$ cat src/rtl/alu_pkg.sv
// alu_pkg: opcodes, FSM state encoding and sizing helper
// shared by alu_comb_nbit and alu_seq_nbit.
package alu_pkg;

  localparam logic [2:0] OP_AND = 3'b000;
  localparam logic [2:0] OP_OR  = 3'b001;
  localparam logic [2:0] OP_ADD = 3'b010;
  localparam logic [2:0] OP_SLL = 3'b011;
  localparam logic [2:0] OP_NOR = 3'b100;
  localparam logic [2:0] OP_MUL = 3'b101;
  localparam logic [2:0] OP_SUB = 3'b110;
  localparam logic [2:0] OP_SLT = 3'b111;

  localparam logic [1:0] ST_IDLE = 2'd0;
  localparam logic [1:0] ST_MUL  = 2'd1;
  localparam logic [1:0] ST_DONE = 2'd2;

  // bits needed to count WIDTH multiplier iterations (0..w-1)
  function automatic int cnt_w(input int w);
    return (w > 2) ? $clog2(w) : 1;
  endfunction

endpackage

$ cat src/rtl/alu_comb_nbit.sv
// alu_comb_nbit: single-cycle datapath (AND OR ADD SLL NOR SUB SLT)
// ports: a_i, b_i, op_i in; result_o, zero_o, ovf_o out.
module alu_comb_nbit
  import alu_pkg::*;
#(
  parameter int WIDTH = 8
) (
  input  logic [WIDTH-1:0] a_i,
  input  logic [WIDTH-1:0] b_i,
  input  logic [2:0]       op_i,
  output logic [WIDTH-1:0] result_o,
  output logic             zero_o,
  output logic             ovf_o
);

  localparam int SH = (WIDTH > 1) ? $clog2(WIDTH) : 1;

  logic             sub;
  logic [WIDTH-1:0] bx;
  logic [WIDTH:0]   sum;
  logic             c_msb;
  logic             ovf_as;

  // one adder serves ADD, SUB and SLT (A + ~B + 1)
  assign sub    = (op_i == OP_SUB) || (op_i == OP_SLT);
  assign bx     = sub ? ~b_i : b_i;
  assign sum    = {1'b0, a_i} + {1'b0, bx}
                + {{WIDTH{1'b0}}, sub};
  assign c_msb  = a_i[WIDTH-1] ^ bx[WIDTH-1]
                ^ sum[WIDTH-1];
  assign ovf_as = c_msb ^ sum[WIDTH];

  always_comb begin
    result_o = '0;
    ovf_o    = 1'b0;
    unique case (op_i)
      OP_AND: result_o = a_i & b_i;
      OP_OR:  result_o = a_i | b_i;
      OP_NOR: result_o = ~(a_i | b_i);
      OP_ADD: begin
        result_o = sum[WIDTH-1:0];
        ovf_o    = ovf_as;
      end
      OP_SUB: begin
        result_o = sum[WIDTH-1:0];
        ovf_o    = ovf_as;
      end
      OP_SLT: result_o = {{(WIDTH-1){1'b0}},
                          sum[WIDTH-1] ^ ovf_as};
      OP_SLL: result_o = a_i << b_i[SH-1:0];
      default: result_o = '0;
    endcase
  end

  assign zero_o = ~|result_o;

endmodule

$ cat src/rtl/alu_seq_nbit.sv
// alu_seq_nbit: handshaked WIDTH-bit ALU with shift-add MUL
// ports: in_valid/in_ready/a/b/op in, out_valid/out_ready/result/zero/overflow out.
module alu_seq_nbit
  import alu_pkg::*;
#(
  parameter int WIDTH  = 8,
  parameter bit MUL_EN = 1'b1
) (
  input  logic             clk,
  input  logic             rst_n,
  input  logic             in_valid,
  output logic             in_ready,
  input  logic [WIDTH-1:0] a,
  input  logic [WIDTH-1:0] b,
  input  logic [2:0]       op,
  output logic             out_valid,
  input  logic             out_ready,
  output logic [WIDTH-1:0] result,
  output logic             zero,
  output logic             overflow
);

  localparam int            CW   = cnt_w(WIDTH);
  localparam logic [CW-1:0] LAST = CW'(WIDTH - 1);

  logic [1:0]         state_q, state_d;
  logic [2*WIDTH-1:0] acc_q, acc_d;
  logic [2*WIDTH-1:0] mcand_q, mcand_d;
  logic [WIDTH-1:0]   mplr_q, mplr_d;
  logic [CW-1:0]      cnt_q, cnt_d;
  logic [WIDTH-1:0]   res_q, res_d;
  logic               zero_q, zero_d;
  logic               ovf_q, ovf_d;

  logic               accept;
  logic               is_mul;
  logic [WIDTH-1:0]   c_res;
  logic               c_zero;
  logic               c_ovf;
  logic [2*WIDTH-1:0] acc_nx;

  alu_comb_nbit #(.WIDTH(WIDTH)) u_comb (
    .a_i      (a),
    .b_i      (b),
    .op_i     (op),
    .result_o (c_res),
    .zero_o   (c_zero),
    .ovf_o    (c_ovf)
  );

  assign in_ready = (state_q == ST_IDLE)
                  | ((state_q == ST_DONE) & out_ready);
  assign accept   = in_valid & in_ready;
  // with MUL_EN=0 opcode 101 falls through the
  // comb datapath, which yields 0 / zero=1 / ovf=0
  assign is_mul   = MUL_EN && (op == OP_MUL);
  assign acc_nx   = acc_q + (mplr_q[0] ? mcand_q : '0);

  always_comb begin
    state_d = state_q;
    acc_d   = acc_q;
    mcand_d = mcand_q;
    mplr_d  = mplr_q;
    cnt_d   = cnt_q;
    res_d   = res_q;
    zero_d  = zero_q;
    ovf_d   = ovf_q;
    if (accept) begin
      if (is_mul) begin
        state_d = ST_MUL;
        acc_d   = '0;
        mcand_d = {{WIDTH{1'b0}}, a};
        mplr_d  = b;
        cnt_d   = '0;
      end else begin
        state_d = ST_DONE;
        res_d   = c_res;
        zero_d  = c_zero;
        ovf_d   = c_ovf;
      end
    end else begin
      unique case (state_q)
        ST_MUL: begin
          acc_d   = acc_nx;
          mcand_d = mcand_q << 1;
          mplr_d  = mplr_q >> 1;
          cnt_d   = cnt_q + 1'b1;
          // last iteration publishes the product directly
          if (cnt_q == LAST) begin
            state_d = ST_DONE;
            res_d   = acc_nx[WIDTH-1:0];
            zero_d  = ~|acc_nx[WIDTH-1:0];
            ovf_d   = |acc_nx[2*WIDTH-1:WIDTH];
          end
        end
        ST_DONE: if (out_ready) state_d = ST_IDLE;
        default: state_d = state_q;
      endcase
    end
  end

  always_ff @(posedge clk or negedge rst_n) begin
    if (!rst_n) begin
      state_q <= ST_IDLE;
      acc_q   <= '0;
      mcand_q <= '0;
      mplr_q  <= '0;
      cnt_q   <= '0;
      res_q   <= '0;
      zero_q  <= 1'b0;
      ovf_q   <= 1'b0;
    end else begin
      state_q <= state_d;
      acc_q   <= acc_d;
      mcand_q <= mcand_d;
      mplr_q  <= mplr_d;
      cnt_q   <= cnt_d;
      res_q   <= res_d;
      zero_q  <= zero_d;
      ovf_q   <= ovf_d;
    end
  end

  assign out_valid = (state_q == ST_DONE);
  assign result    = res_q;
  assign zero      = zero_q;
  assign overflow  = ovf_q;

endmodule

$ cat config.mk
export PLATFORM = sky130hd
export DESIGN_NAME = alu_seq_nbit
export DESIGN_NICKNAME = d
export VERILOG_FILES = /design/src/rtl/alu_pkg.sv /design/src/rtl/alu_comb_nbit.sv /design/src/rtl/alu_seq_nbit.sv
export SDC_FILE = /design/constraint.sdc
export NUM_CORES = 1
export LEC_CHECK = 0
export ABC_AREA = 0
export CAP_MARGIN = 0
export CORE_ASPECT_RATIO = 1.75
export CORE_MARGIN = 3
export CORE_UTILIZATION = 40
export DETAILED_ROUTE_END_ITERATION = 8
export RECOVER_POWER = 25
export SLEW_MARGIN = 20
export SYNTH_ARGS = -nofsm -noshare
export SYNTH_HDL_FRONTEND = slang
export SYNTH_HIERARCHICAL = 1
export SYNTH_SLANG_ARGS = --single-unit
$ cat constraint.sdc
create_clock -name clk -period 2.67 [get_ports clk]
set_input_delay 0.267 -clock clk [delete_from_list [all_inputs] [get_ports clk]]
set_output_delay 0.267 -clock clk [all_outputs]
set_load 0.02 [all_outputs]
Yosys cells after proc, flatten, opt, wreduce, memory -nomap -nowiden. Index checks and enable logic that the tools add are counted.

Bits in registers: 55. Bits of input ports: 23. Output and inout bits: 12. Word-level logic and storage cells: 86.

$add $sub $neg: 4. Eq/ne operators: 14. Shifts and indexed selects: 1. Mux-type cells: 33. Bitwise operators: 11. Reductions and logical operators: 15.

Operators with widths (number): 16-bit two-way mux (7); 8-bit two-way mux (8); 8-bit one-hot mux with 6 select lines (1); 8-bit OR reduction (3); 16-bit adder (1); 8-bit inverter (2); 3-bit == test, second input constant (5); 8-bit by 8-bit adder with 9-bit output (1); 9-bit by 1-bit adder with 9-bit output (1); 1-bit two-way mux (9); 3-bit two-way mux (3); 8-bit bitwise AND (1); 2-bit two-way mux (4); 8-bit bitwise OR (1); 8-bit by 3-bit left shift with 8-bit output (1); 3-bit by 2-bit == test with 1-bit output, second input constant (2); 3-bit AND reduction (2); 2-bit one-hot mux with 2 select lines (1); 2-bit nonzero test (2); 1-bit bitwise XOR (4); 3-bit by 1-bit adder with 3-bit output, second input constant (1); 3-bit by 1-bit == test with 1-bit output, second input constant (1); 3-bit logical NOT (1); 3-bit by 1-bit != test with 1-bit output, second input constant (1); 13 further kinds (15).

Logic depth before layout (Yosys ltp).
Word-level depth: 13. Gate-level depth with buffers: 14. Mapped depth without buffers: 13.

Modules after synthesis. The synthesis kept the hierarchy.

Modules (own cells, without submodules): alu_seq_nbit (times used 1, cells each 366, area an instance 3185.6 um^2, seq. area each 1376.3 um^2); alu_comb_nbit (times used 1, cells each 134, area an instance 1057.3 um^2, seq. area each 0.0 um^2).

Worst setup path after synthesis. Ideal clock, no wire load.

Kind: in2reg. Start: in op[1]. End: reg zero_q (netlist: zero). Library setup time: 0.065 ns. Arrival time: 2.891 ns. Path slack: -0.286 ns. Stages on the path: 12. Path buffers: 1. Cells stage by stage: clkbuf_1 nand2_1 xnor2_1 ha_1 a21o_1 a31o_1 or3_1 a31o_2 a211o_1 nor4_2 a32o_1 mux2_2.

Elaborated cells on any way between the ends: 24. Classes of those cells: add/sub (2); eq/ne (8); mux (4); bitwise (4); reduce/logical (6).

RTL lines: start: declaration (RTL line alu_seq_nbit.sv:15) `input logic [2:0] op,`; 3-bit == test (RTL line alu_comb_nbit.sv:25, alu_comb_nbit.sv:36); 1-bit logical OR (RTL line alu_comb_nbit.sv:25) `assign sub = (op_i == OP_SUB) || (op_i == OP_SLT);`; 8-bit two-way mux (RTL line alu_comb_nbit.sv:26) `assign bx = sub ? ~b_i : b_i;`; 8-bit by 8-bit adder with 9-bit output (RTL line alu_comb_nbit.sv:27) `assign sum = {1'b0, a_i} + {1'b0, bx}`; 9-bit by 1-bit adder with 9-bit output (RTL line alu_comb_nbit.sv:28) `+ {{WIDTH{1'b0}}, sub};`; 8-bit one-hot mux with 6 select lines (*) (RTL line alu_comb_nbit.sv:36) `unique case (op_i)`; named net c_res[5] (RTL line alu_seq_nbit.sv:37) `logic [WIDTH-1:0] c_res;`; 8-bit OR reduction (*) (RTL line alu_comb_nbit.sv:55) `assign zero_o = ~|result_o;`; 1-bit logical NOT (*) (RTL line alu_comb_nbit.sv:55); named net c_zero (RTL line alu_seq_nbit.sv:38) `logic c_zero;`; 1-bit two-way mux (*) (RTL line alu_seq_nbit.sv:69) `if (is_mul) begin`; 1-bit two-way mux (*) (RTL line alu_seq_nbit.sv:68) `if (accept) begin`; end signal: assignment (RTL line alu_seq_nbit.sv:119) `zero_q <= zero_d;`; end: declaration (RTL line alu_seq_nbit.sv:32) `logic zero_q, zero_d;`.

The timed path passes the listed nets; every way through them passes the cells marked *. The select of a mux whose other input is x is not followed. A chain may end at the register's enable or synchronous reset.

Worst setup path in the final report.
Start: reg mplr_q[0]. End: reg ovf_q (netlist: overflow).

Cells in the longest elaborated chain, start to end: 6.

RTL lines: start: declaration (RTL line alu_seq_nbit.sv:29) `logic [WIDTH-1:0] mplr_q, mplr_d;`; start signal: assignment (RTL line alu_seq_nbit.sv:116) `mplr_q <= mplr_d;`; 16-bit two-way mux (RTL line alu_seq_nbit.sv:57) `assign acc_nx = acc_q + (mplr_q[0] ? mcand_q : '0);`; 16-bit adder (RTL line alu_seq_nbit.sv:57); 8-bit OR reduction (RTL line alu_seq_nbit.sv:93) `ovf_d = |acc_nx[2*WIDTH-1:WIDTH];`; 1-bit two-way mux (RTL line alu_seq_nbit.sv:89) `if (cnt_q == LAST) begin`; 1-bit two-way mux (RTL line alu_seq_nbit.sv:82) `unique case (state_q)`; 1-bit two-way mux (RTL line alu_seq_nbit.sv:68); end signal: assignment (RTL line alu_seq_nbit.sv:120) `ovf_q <= ovf_d;`; end: declaration (RTL line alu_seq_nbit.sv:33) `logic ovf_q, ovf_d;`.

No other way between the ends. The select of a mux whose other input is x is not followed.

==> qor.yml <==
fin_tns_setup_ps: -8.18
syn_to_final_growth_pct: 32.6
seq_area_frac_synth_pct: 32.4
synth.distinct_cells: 65
cts_buffers: 5
combPwrFrac_pct: 65.7
cts_hold_buf: 0
path_max_fanout: 10
dieWidth_um: 83.9
core_area_sq_um: 10300
p_clk_share_pct: 10.7
p_int_mw: 3.46
switching_power_mw: 2.86
clockBufferDepth: 2
avgSynthCellArea_sq_um: 8.49
status: "complete, but fails checks"
n_antenna_cell: 0
vias_per_cell: 5.65
grt_overflow_total: 0
worstMarginPinSlew_ps: 2330
dp_hpwl_mm: 10.3
finalWorstSetupSlack_ps: -8.18
final_common_cell: "nand2_1"
grt_pass1_vias: 4323
firstDrtPassIters: 6
crit_required_ps: 2840
final_cell_mix: "nand2_1 (95), buf_4 (88), dfrtp_1 (55)"
leakage_nw: 2.54
layout-drive-gt1-share_pct: 25.7
drt-wirelength-per-cell_um: 17.7
ys.warnings.count: 6
synth_fp_nets: 552
drc: 0
startpoint_type: "register"
syn_inst: 500
synth-edff-count: 0
total_power_mw: 6.32
start_util_pct: 41.2
rows: 49
path_clk_slew_ps: 80
clock_skew_ps: 4.51
drv_cap: 1
first_iter_violations: 213
vdd_drop_max_mv: 0.536
grt_first_pass_wirelength_mm: 20.7
vias: 4145
fin_crit_sh_pct: 100
holdWs_ps: 469
dp_cells: 715
slew_violations: 43
grt_max_degree: 43
synthArstFlopShare_pct: 100
ant_nets: 0
swShare_pct: 45.2
end_kind: "register"
seqPwrFrac_pct: 23.6
nets: 657
clk_latency_ps: 300
cp.arrival_ps: 2850
path_class: "register to register"
finalHoldViolCount: 0
violations: "capacitance limit, slew limit, setup timing"
track_usage_pct: 21.9
die_h_um: 142
ys_ff_latch: 55
synth-main-ff-cell: "dfrtp_1"
ctsHtreeMaxLevel: 2
io_pins: 35
timing.fmax_mhz: 373
gp_congestion: 0.883
port_buffers: 34
final_cells: 733
power_density_nw_per_um2: 1120
relSlewSlack_pct: -55.6
synth_area_sq_um: 4240
antenna_found_initial: 0
clkSinkCount: 55
root_buffer: "clkbuf_16"
hold_class: "primary input to register"
fin_crit_ps: 2680
cts_tree: "yes"
setup_violations: 1
rsz0062_at_grt: "yes"
die_area_sq_um: 11900
routed_wl_mm: 13.0
[area by class of cell]
| cell class | count | area (sq um) |
|---|---|---|
| fill | 979 | 4670 |
| multi-input combinational | 409 | 2900 |
| sequential | 55 | 1380 |
| timing repair buffer | 123 | 1000 |
| tap | 127 | 159 |
| clock buffer | 5 | 125 |
| inverter | 11 | 41.3 |
| clock inverter | 3 | 23.8 |
[registers in the layout (all words and copies together), names as in the netlist]
register,cells
acc_q,16
cnt_q,3
mcand_q,16
mplr_q,8
overflow,1
result,8
state_q,2
zero,1
[metal layers]
layer  up-vias  share of wire (%)  GRT usage, %  wire (um)
met5         -                  0             0          0
met4         0                7.0          14.4        908
met3        53                2.9          2.20        374
met2       135                 56          43.7       7270
met1      1960                 34          20.4       4420
li1       1997                  -             -          -
[power by group through the flow]
stage	combinational [mW]	sequential [mW]	clock (mW)
detailed placement	3.79	1.50	0
global route	4.56	1.55	0.722
global placement	3.74	1.48	0
CTS	3.95	1.49	0.691
floorplan	2.43	1.52	0
finish	4.15	1.49	0.677
[final timing paths]
check                              end      start  slack (ps)  depth (start not counted)
max in group asynchronous  mcand_q[12]      rst_n         670                          1
setup / recovery              overflow  mplr_q[0]          -8                         10
min in group asynchronous     acc_q[9]      rst_n         660                          1
hold reg to reg              result[0]  result[0]         490                          2
setup reg to reg              overflow  mplr_q[0]          -8                         10
hold / removal               mplr_q[3]       b[3]         470                          4
[critical path, stage by stage (launching register included)]
cell and delay, ps:
dfrtp_1 410, buf_4 170, and2_1 170, ha_2 390, nand2_1 90, or3_1 370, o21ai_0 200, a21o_1 170
a211oi_1 120, nor4_2 320, a31oi_1 130
[per-stage QoR]
step                setup WS [ps]  cell area [sq um]  utilization (%)
global placement             -503               5230             50.8
finish                      -8.18               5630             54.6
detailed placement           -609               5230             50.8
global route                 -153               5630             54.6
floorplan                    12.6               4260                -
CTS                          -103               5490             53.3
[cell families (layout without fill, tap and decap cells)]
| family | after synthesis | in the layout | share of synthesized area (%) |
|---|---|---|---|
| mux | 14 | 14 | 4.90 |
| flops | 55 | 55 | 32.4 |
| xor+xnor | 25 | 25 | 5.16 |
| buf+inv | 36 | 142 | 3.54 |
| fa+ha+maj | 36 | 36 | 10.6 |
| simple gates | 204 | 204 | 22.6 |
| compound gates | 130 | 130 | 20.7 |
[synth_stat cells (6+ instances only)]
cell type	n	share of area, %
a31oi_1	17	2.5
clkbuf_1	18	1.6
nor2_1	43	3.8
dfrtp_1	55	32
maj3_1	6	1.4
o21ai_0	43	5.1
a22oi_1	7	1.2
a21oi_1	12	1.4
ha_1	27	8.0
xnor2_1	14	2.9
xor2_1	11	2.3
nand3_1	8	0.94
inv_1	11	0.97
and2_1	17	2.5
nor2b_1	7	1.0
nand2_1	97	8.6
o211ai_1	6	1.1
buf_2	6	0.71
[repair_timing]
action | 4_1_cts | 5_1_grt
pin swaps | 12 | 18
cloned | 0 | 0
buffers inserted | 7 | 3
gates resized for setup | 18 | 32
setup endpoints to repair | 5 | 5
Note: power is estimated with default switching activity, not from simulation.
